===== config.mk =====
export PLATFORM = sky130hd
export DESIGN_NAME = button_conditioner
export DESIGN_NICKNAME = d
export VERILOG_FILES = /design/src/rtl/button_pkg.sv /design/src/rtl/debounce_channel.sv /design/src/rtl/button_conditioner.sv
export SDC_FILE = /design/constraint.sdc
export NUM_CORES = 1
export LEC_CHECK = 0
export ABC_AREA = 1
export CORE_ASPECT_RATIO = 0.8
export CORE_MARGIN = 10
export CORE_UTILIZATION = 49
export DETAILED_ROUTE_END_ITERATION = 10
export PLACE_DENSITY = 0.67
export SYNTH_ARGS = -nofsm -noshare
export SYNTH_HDL_FRONTEND = slang
export SYNTH_SLANG_ARGS = --single-unit

===== constraint.sdc =====
create_clock -name clk -period 2.95 [get_ports clk]
set_input_delay 0.295 -clock clk [delete_from_list [all_inputs] [get_ports clk]]
set_output_delay 0.295 -clock clk [all_outputs]
set_load 0.1 [all_outputs]

===== src/rtl/button_pkg.sv =====
// Shared types and channel indices for the push-button conditioning front end.
package button_pkg;

  // Per-channel debounce FSM states.
  typedef enum logic [1:0] {
    IDLE         = 2'd0,
    PRESS_WAIT   = 2'd1,
    PRESSED      = 2'd2,
    RELEASE_WAIT = 2'd3
  } btn_state_t;

  // Channel indices into button_in / button_pulse / button_level.
  localparam int unsigned BTN_PLAY = 0;
  localparam int unsigned BTN_NEXT = 1;

endpackage : button_pkg


===== src/rtl/debounce_channel.sv =====
// One button channel: 2-flop synchronizer, debounce FSM with a shared
// down-counter, and a registered single-cycle press pulse.
module debounce_channel
  import button_pkg::*;
#(
  parameter int unsigned DEBOUNCE_CYCLES = 500
) (
  input  logic clk_i,
  input  logic rst_ni,
  input  logic btn_i,
  output logic pulse_o,
  output logic level_o
);

  localparam int unsigned     CW     = $clog2(DEBOUNCE_CYCLES + 1);
  localparam logic [CW-1:0]   RELOAD = CW'(DEBOUNCE_CYCLES - 1);
  localparam logic [CW-1:0]   ONE    = CW'(1);

  logic          meta_q;
  logic          sync_q;
  btn_state_t    state_q, state_d;
  logic [CW-1:0] cnt_q,   cnt_d;
  logic          accept_q, accept_d;
  logic          pulse_q;

  // Bring the asynchronous raw level into the clk domain.
  always_ff @(posedge clk_i or negedge rst_ni) begin
    if (!rst_ni) begin
      meta_q <= 1'b0;
      sync_q <= 1'b0;
    end else begin
      meta_q <= btn_i;
      sync_q <= meta_q;
    end
  end

  // FSM state, counter and pulse registers.
  // accept_q marks the PRESS_WAIT->PRESSED edge; pulse_q follows it one
  // cycle later so the pulse lands in the cycle after the transition.
  always_ff @(posedge clk_i or negedge rst_ni) begin
    if (!rst_ni) begin
      state_q  <= IDLE;
      cnt_q    <= RELOAD;
      accept_q <= 1'b0;
      pulse_q  <= 1'b0;
    end else begin
      state_q  <= state_d;
      cnt_q    <= cnt_d;
      accept_q <= accept_d;
      pulse_q  <= accept_q;
    end
  end

  // Next-state and counter logic: a full stable window is needed to move
  // between the released and pressed sides; any opposing sample restarts it.
  always_comb begin
    state_d  = state_q;
    cnt_d    = cnt_q;
    accept_d = 1'b0;
    unique case (state_q)
      IDLE: begin
        cnt_d = RELOAD;
        if (sync_q) state_d = PRESS_WAIT;
      end
      PRESS_WAIT: begin
        if (!sync_q) begin
          state_d = IDLE;
          cnt_d   = RELOAD;
        end else if (cnt_q == '0) begin
          state_d  = PRESSED;
          accept_d = 1'b1;
        end else begin
          cnt_d = cnt_q - ONE;
        end
      end
      PRESSED: begin
        cnt_d = RELOAD;
        if (!sync_q) state_d = RELEASE_WAIT;
      end
      RELEASE_WAIT: begin
        if (sync_q) begin
          state_d = PRESSED;
        end else if (cnt_q == '0) begin
          state_d = IDLE;
          cnt_d   = RELOAD;
        end else begin
          cnt_d = cnt_q - ONE;
        end
      end
      default: begin
        state_d = IDLE;
        cnt_d   = RELOAD;
      end
    endcase
  end

  assign pulse_o = pulse_q;
  assign level_o = (state_q == PRESSED) || (state_q == RELEASE_WAIT);

endmodule : debounce_channel


===== src/rtl/button_conditioner.sv =====
// Synchronizes, debounces and edge-detects NUM_BUTTONS independent
// push-button inputs; bit 0 is play, bit 1 is next.
module button_conditioner
  import button_pkg::*;
#(
  parameter int unsigned NUM_BUTTONS     = 2,
  parameter int unsigned DEBOUNCE_CYCLES = 500
) (
  input  logic                   clk,
  input  logic                   reset,
  input  logic [NUM_BUTTONS-1:0] button_in,
  output logic [NUM_BUTTONS-1:0] button_pulse,
  output logic [NUM_BUTTONS-1:0] button_level
);

  // One fully independent conditioner per button.
  for (genvar i = 0; i < NUM_BUTTONS; i++) begin : g_chan
    debounce_channel #(
      .DEBOUNCE_CYCLES(DEBOUNCE_CYCLES)
    ) u_chan (
      .clk_i  (clk),
      .rst_ni (reset),
      .btn_i  (button_in[i]),
      .pulse_o(button_pulse[i]),
      .level_o(button_level[i])
    );
  end

endmodule : button_conditioner

==> run summary, run 1 <==
Status - finished, final reports clean
Peak supply drop - 328 uV
Synth warn - 0
Largest family of logic cells by synthesized area - simple AND/OR/NAND/NOR gates
CTS root buf - clkbuf_8
Area Growth Syn to Fin - 10.4%
Period utilization - 0.566
Vias in the first global route - 1,219
Crit path top cell by count - inv_1
Post-CTS Resized - 0
Wire per inst - 11.7 um
Slowest stage delay, CP - 0.54 ns
Final WL - 3.09 mm
CTS tree - built
Total Power - 796 uW
Rel. slew slack - 0.379
DRC violations left - 0
Most common cell after layout, fill and taps aside - nand2_1
Clk_skew - 0.00312 ns
Routability cong. - 0.936
Detailed placer's ending HPWL - 2.36 mm
Io pins - 8
Worst path bufs/invs - 2
Initial DRC count - 128
XOR/XNOR Fraction of Synth Area - 0.0210
Crit path time final - 1.67 ns
Max-cap viol count - 0
Critical path type - flop to flop
Worst EP required - 3.14 ns
Total GRT Usage - 0.107
Initial antenna violation count - 0
Postcts setup bufs - 0
Diode count - 0
Leakage power - 1.05 nW
Complex-gate fraction of the synthesized area - 0.0307
F_max - 599 MHz
Mean area per synthesized cell - 7.85 um2
#FFs+latches synth - 30
Vias after detailed routing - 1,330
CTS max path bufs - 2
CP Launch Type - flop
Commonest non-fill, non-tap cells in the layout - 56 x nand2_1, 34 x inv_1, 29 x nand3_1, 16 x dfrtp_1
Htree depth - 2
Worst-Skew Late Latency - 0.27 ns
CTS buffer count - 5
Cell Pwr Density - 431 mW/mm2
Core box area - 0.00318 mm2
Mapped cell area - 0.00167 mm2
Antenna Nets Post-Route - 0
First-pass GRT wire length - 5.43 mm
Hold_buf cts - 0
Layout cells sized above 1 - 0.188
Final Hold Vio Count - 0
Worst Tran Pin Value - 0.928 ns
Fillers - 287
Post-Synth Adder-Cell Area - 0.0150
Crit path max-delay family - flip-flops
Worst path cell trace - inv_1 -> ha_1 -> nand2_2 -> nor2_4 -> nand2_4 -> inv_1 -> o21ai_1 -> nand3_1
Mux contribution to synthesized area - 0
Chip height - 72.2 um
Final setup fails - 0
Iteration count of the initial detailed-routing pass - 4
Clock sinks - 30
Critical path arrival - 1.86 ns
Synth Net Count - 219
Synthesized instance count - 213
FP Rows - 18
RSZ-0062 raised after global routing - false
Die area - 0.00616 mm2
Register area share after synthesis - 0.460
Crit path max fanout - 6
Crit-path slowest cell - dfstp_2
Asr flop ratio synth - 1.00
NumNets Final - 228
HP Class - flop to flop
Setup Total Neg Slack - 0 ns
Final slew viol count - 0
Clock-pin slew on the worst setup and hold paths - 0.06 ns
Average vias per placed instance - 5.06
Ys flop type - dfrtp_1
Total gr overflow - 0
Simple-Gate Fraction of Synth Area - 0.367
Starting Density - 0.526
Synth unique cells - 27
Largest net degree at the start of global routing - 23
Die span in x - 85.3 um
IO Port Bufs - 7
EDFF count, synth - 0
Crit path capture type - flop
flip-flops by register name (all words and copies together), names as in the netlist, named ones only:
| name | cells |
|---|---|
| g_chan.u_chan.pulse_o | 2 |
| g_chan.u_chan.meta_q | 2 |
| g_chan.u_chan.sync_q | 2 |
| g_chan.u_chan.state_q | 2 |
| g_chan.u_chan.accept_q | 2 |
| g_chan.u_chan.cnt_q | 18 |
kinds of logic (layout without fill, tap and decap cells):
| logic type | after synthesis | in the layout |
|---|---|---|
| flops | 30 | 30 |
| xor+xnor | 4 | 4 |
| simple gates | 125 | 125 |
| buf+inv | 43 | 53 |
| fa+ha+maj | 2 | 2 |
| compound gates | 9 | 9 |
synth_stat cells (2+ instances only):
cell      number  area [um2]
buf_4          4        30.0
clkbuf_1       2        7.51
dfrtp_1       16         400
dfstp_2       14         368
ha_1           2        25.0
inv_1         34         128
nand2_1       56         210
nand2_2        3        18.8
nand2_4        4        45.0
nand3_1       29         145
nand4_1        8        50.1
nor2_1        14        52.6
nor2_4         2        22.5
nor3_1         4        20.0
o21ai_0        2        10.0
o21ai_1        5        25.0
xor2_1         4        35.0
layer usage:
metal | track usage | vias to the layer above | routed length [um]
met5 | 0 | - | 0
met4 | 0.0328 | 0 | 30
met3 | 0.0413 | 5 | 174
met2 | 0.159 | 25 | 1330
met1 | 0.139 | 610 | 1560
li1 | - | 690 | -
power by group:
part / internal [mW] / leakage [nW] / total, mW / switching, mW
combinational: 0.0124 / 0.642 / 0.0351 / 0.0227
sequential: 0.421 / 0.357 / 0.429 / 0.00745
clock: 0.188 / 0.0482 / 0.332 / 0.144
path summary, 6_finish.rpt:
kind | from | endpoint | slack (ns) | cells after the start
hold / removal | g_chan[0].u_chan.meta_q$_DFF_PN0_ | g_chan[0].u_chan.sync_q$_DFF_PN0_ | 0.35 | 0
setup reg to reg | g_chan[0].u_chan.cnt_q[0]$_DFFE_PN1P_ | g_chan[0].u_chan.cnt_q[6]$_DFFE_PN1P_ | 1.28 | 8
setup / recovery | g_chan[0].u_chan.cnt_q[0]$_DFFE_PN1P_ | g_chan[0].u_chan.cnt_q[6]$_DFFE_PN1P_ | 1.28 | 8
hold reg to reg | g_chan[0].u_chan.meta_q$_DFF_PN0_ | g_chan[0].u_chan.sync_q$_DFF_PN0_ | 0.35 | 0
max in group asynchronous | reset | g_chan[1].u_chan.cnt_q[4]$_DFFE_PN1P_ | 1.68 | 2
min in group asynchronous | reset | g_chan[1].u_chan.pulse_o$_DFF_PN0_ | 0.54 | 1
worst reg2reg max path: stages, from the launching register on:
cell	delay (ns)
dfstp_2	0.54
inv_1	0.06
ha_1	0.26
nand2_2	0.12
nor2_4	0.06
nand2_4	0.09
inv_1	0.08
o21ai_1	0.26
nand3_1	0.12
metrics by stage:
stage	hold WS (ns)	instances	utilization	instance area, um2	setup WS (ns)
6_report	0.353	263	0.581	1850	1.28
5_1_grt	0.372	263	0.581	1850	1.14
4_1_cts	0.357	263	0.581	1850	1.29
3_5_place_dp	0.344	255	0.552	1750	1.29
3_3_place_gp	0.339	255	0.552	1750	1.31
2_1_floorplan	-0.000591	213	-	1670	1.46
cell type report:
| type | instances | area, um2 | share of cell area |
|---|---|---|---|
| Clock buffer | 7 | 86.3 | 0.0468 |
| Clock inverter | 1 | 5.00 | 0.00271 |
| Inverter | 36 | 136 | 0.0739 |
| Multi-Input combinational cell | 140 | 724 | 0.393 |
| Sequential cell | 30 | 768 | 0.416 |
| Tap cell | 40 | 50.0 | 0.0271 |
| Timing Repair Buffer | 9 | 75.1 | 0.0407 |
Note: power is estimated with default switching activity, not from simulation.
==> inputs of run 2 (changes only) <==
--- a/config.mk
+++ b/config.mk
@@ -10,7 +10,7 @@
 export CORE_MARGIN = 10
 export CORE_UTILIZATION = 49
 export DETAILED_ROUTE_END_ITERATION = 10
-export PLACE_DENSITY = 0.67
+export PLACE_DENSITY = 0.7
 export SYNTH_ARGS = -nofsm -noshare
 export SYNTH_HDL_FRONTEND = slang
 export SYNTH_SLANG_ARGS = --single-unit
==> constraint.sdc (replaced) <==
create_clock -name clk -period 1.51 [get_ports clk]
set_input_delay 0.151 -clock clk [delete_from_list [all_inputs] [get_ports clk]]
set_output_delay 0.151 -clock clk [all_outputs]
set_load 0.1 [all_outputs]
==> run 2 against run 1 <==
Die area did not move. Global-route usage rose by 0.26 points. Non-clock buffer count up 13. Clock skew grew 0.0041 ns. Register-to-register slack worse by 1.2 ns. Setup slack got worse by 1.2 ns. Combinational power up 120%. Sequential cell count stayed put. Sequential share of layout area is 4.6 points lower. First-iteration DRC count is 30% lower. Highest routed layer unchanged.
==> run summary, run 2 (synthesis results as in run 1) <==
Iteration count of the initial detailed-routing pass - 4
Clock-pin slew on the worst setup and hold paths - 0.06 ns
Status - finished, final reports clean
FF-to-FF path depth - 9
Reg-to-Reg End - g_chan[0].u_chan.cnt_q[3]$_DFFE_PN0P_
RSZ-0062 raised after global routing - true
HP Class - primary input to asynchronous set/reset pin
Area Growth Syn to Fin - 24.3%
Crit path max fanout - 4
Rel. slew slack - 0.750
Vias after detailed routing - 1,409
Starting Density - 0.526
Crit path time final - 1.44 ns
NumNets Final - 241
Top reg by flops - g_chan.u_chan.cnt_q
R2R Setup Slk - 0.07 ns
Critical path arrival - 1.62 ns
Worst-Skew Late Latency - 0.28 ns
Average vias per placed instance - 5.11
Detailed placer's ending HPWL - 2.37 mm
Initial DRC count - 90
Fillers - 266
Crit path capture type - flop
Final WL - 3.38 mm
Layout cells sized above 1 - 0.288
Most common cell after layout, fill and taps aside - nand2_1
Global-route met2 utilization - 0.170
Max-cap viol count - 0
GRT met1 Usage - 0.133
Period utilization - 0.955
Vias in the first global route - 1,324
Io pins - 8
CTS buffer count - 5
CTS root buf - clkbuf_8
Diode count - 0
F_max - 694 MHz
Max FFs per register - 18
Final setup fails - 0
M3 GR Usage - 0.0391
Htree depth - 2
Antenna Nets Post-Route - 0
Final Util - 0.654
DRC violations left - 0
Initial antenna violation count - 0
Largest net degree at the start of global routing - 31
Leakage power - 1.11 nW
Core box area - 0.00318 mm2
Chip height - 72.2 um
CP Launch Point - g_chan[0].u_chan.cnt_q[2]$_DFFE_PN0P_
First-pass GRT wire length - 5.63 mm
Die area - 0.00616 mm2
Clk_skew - 0.00717 ns
Total GRT Usage - 0.109
FP Rows - 18
IO Port Bufs - 7
Clock sinks - 30
Busiest layer in global routing - met2
Peak supply drop - 608 uV
CP Launch Type - flop
Hold_buf cts - 0
Total gr overflow - 0
Routability cong. - 0.823
Cell Pwr Density - 804 mW/mm2
Commonest non-fill, non-tap cells in the layout - 55 x nand2_1, 32 x inv_1, 26 x nand3_1, 16 x dfrtp_1, 15 x buf_4
Worst EP required - 1.68 ns
Worst Tran Pin Value - 0.375 ns
CTS max path bufs - 2
Reg2reg start - g_chan[0].u_chan.cnt_q[2]$_DFFE_PN0P_
Final Hold Vio Count - 0
Setup Total Neg Slack - 0 ns
CTS tree - built
Critical path type - flop to flop
Die span in x - 85.3 um
Setup crit end - g_chan[0].u_chan.cnt_q[3]$_DFFE_PN0P_
Final slew viol count - 0
Wire per inst - 12.2 um
==> run 2: layer usage <==
layer	up-vias	routed length [um]
met4	0	36
li1	711	-
met3	5	140
met5	-	0
met2	17	1530
met1	676	1660
==> run 2: final cells by class <==
class                           count  area, um2  share of cell area
Sequential cell                    30        768               0.370
Tap cell                           40       50.0              0.0241
Timing Repair Buffer               22        223               0.107
Multi-Input combinational cell    140        790               0.380
Clock buffer                        8        110              0.0530
Inverter                           36        136              0.0657
==> run 2: per-stage QoR <==
step	hold WS [ns]	power [mW]	setup WS, ns	instances	instance area (um2)
floorplan	-0.145	0.883	0.0230	213	1670
global placement	0.333	0.918	0.0353	263	1860
detailed placement	0.341	0.922	-0.0632	263	1860
CTS	0.260	1.68	0.0260	271	1980
global route	0.283	1.73	-0.0346	276	2080
finish	0.253	1.67	0.0681	276	2080
==> run 2: worst min-delay path by stage <==
stage / end / cells after the start
after floorplan: asynchronous set/reset pin / 0
after global placement: g_chan[1].u_chan.pulse_o$_DFF_PN0_ / 0
after detailed placement: g_chan[0].u_chan.sync_q$_DFF_PN0_ / 0
after CTS: g_chan[0].u_chan.cnt_q[2]$_DFFE_PN0P_ / 2
after global routing: g_chan[0].u_chan.state_q[0]$_DFFE_PN0P_ / 2
final: g_chan[0].u_chan.cnt_q[2]$_DFFE_PN0P_ / 2
==> run 2: report_power, final <==
group	switching, mW	internal (mW)	leakage, nW
Clock	0.293	0.459	0.0575
Combinational	0.0494	0.0291	0.697
Sequential	0.0149	0.823	0.357
Total	0.357	1.31	1.11
==> run 2: repair_timing <==
action,4_1_cts,5_1_grt
resized for setup,2,13
pin swaps,1,7
hold endpoints to repair,0,0
endpoints found under the setup margin,5,18
setup buffers,0,5
==> run 2: worst max-delay path, cell delays in order (launching register included) <==
cell and delay, ns:
dfrtp_1 0.45, nor2_2 0.19, nand2_2 0.10, nor2_4 0.14, nand2_4 0.08, buf_4 0.15
nand3_1 0.07, nand2_1 0.05, nand2_1 0.06, nand2_1 0.05
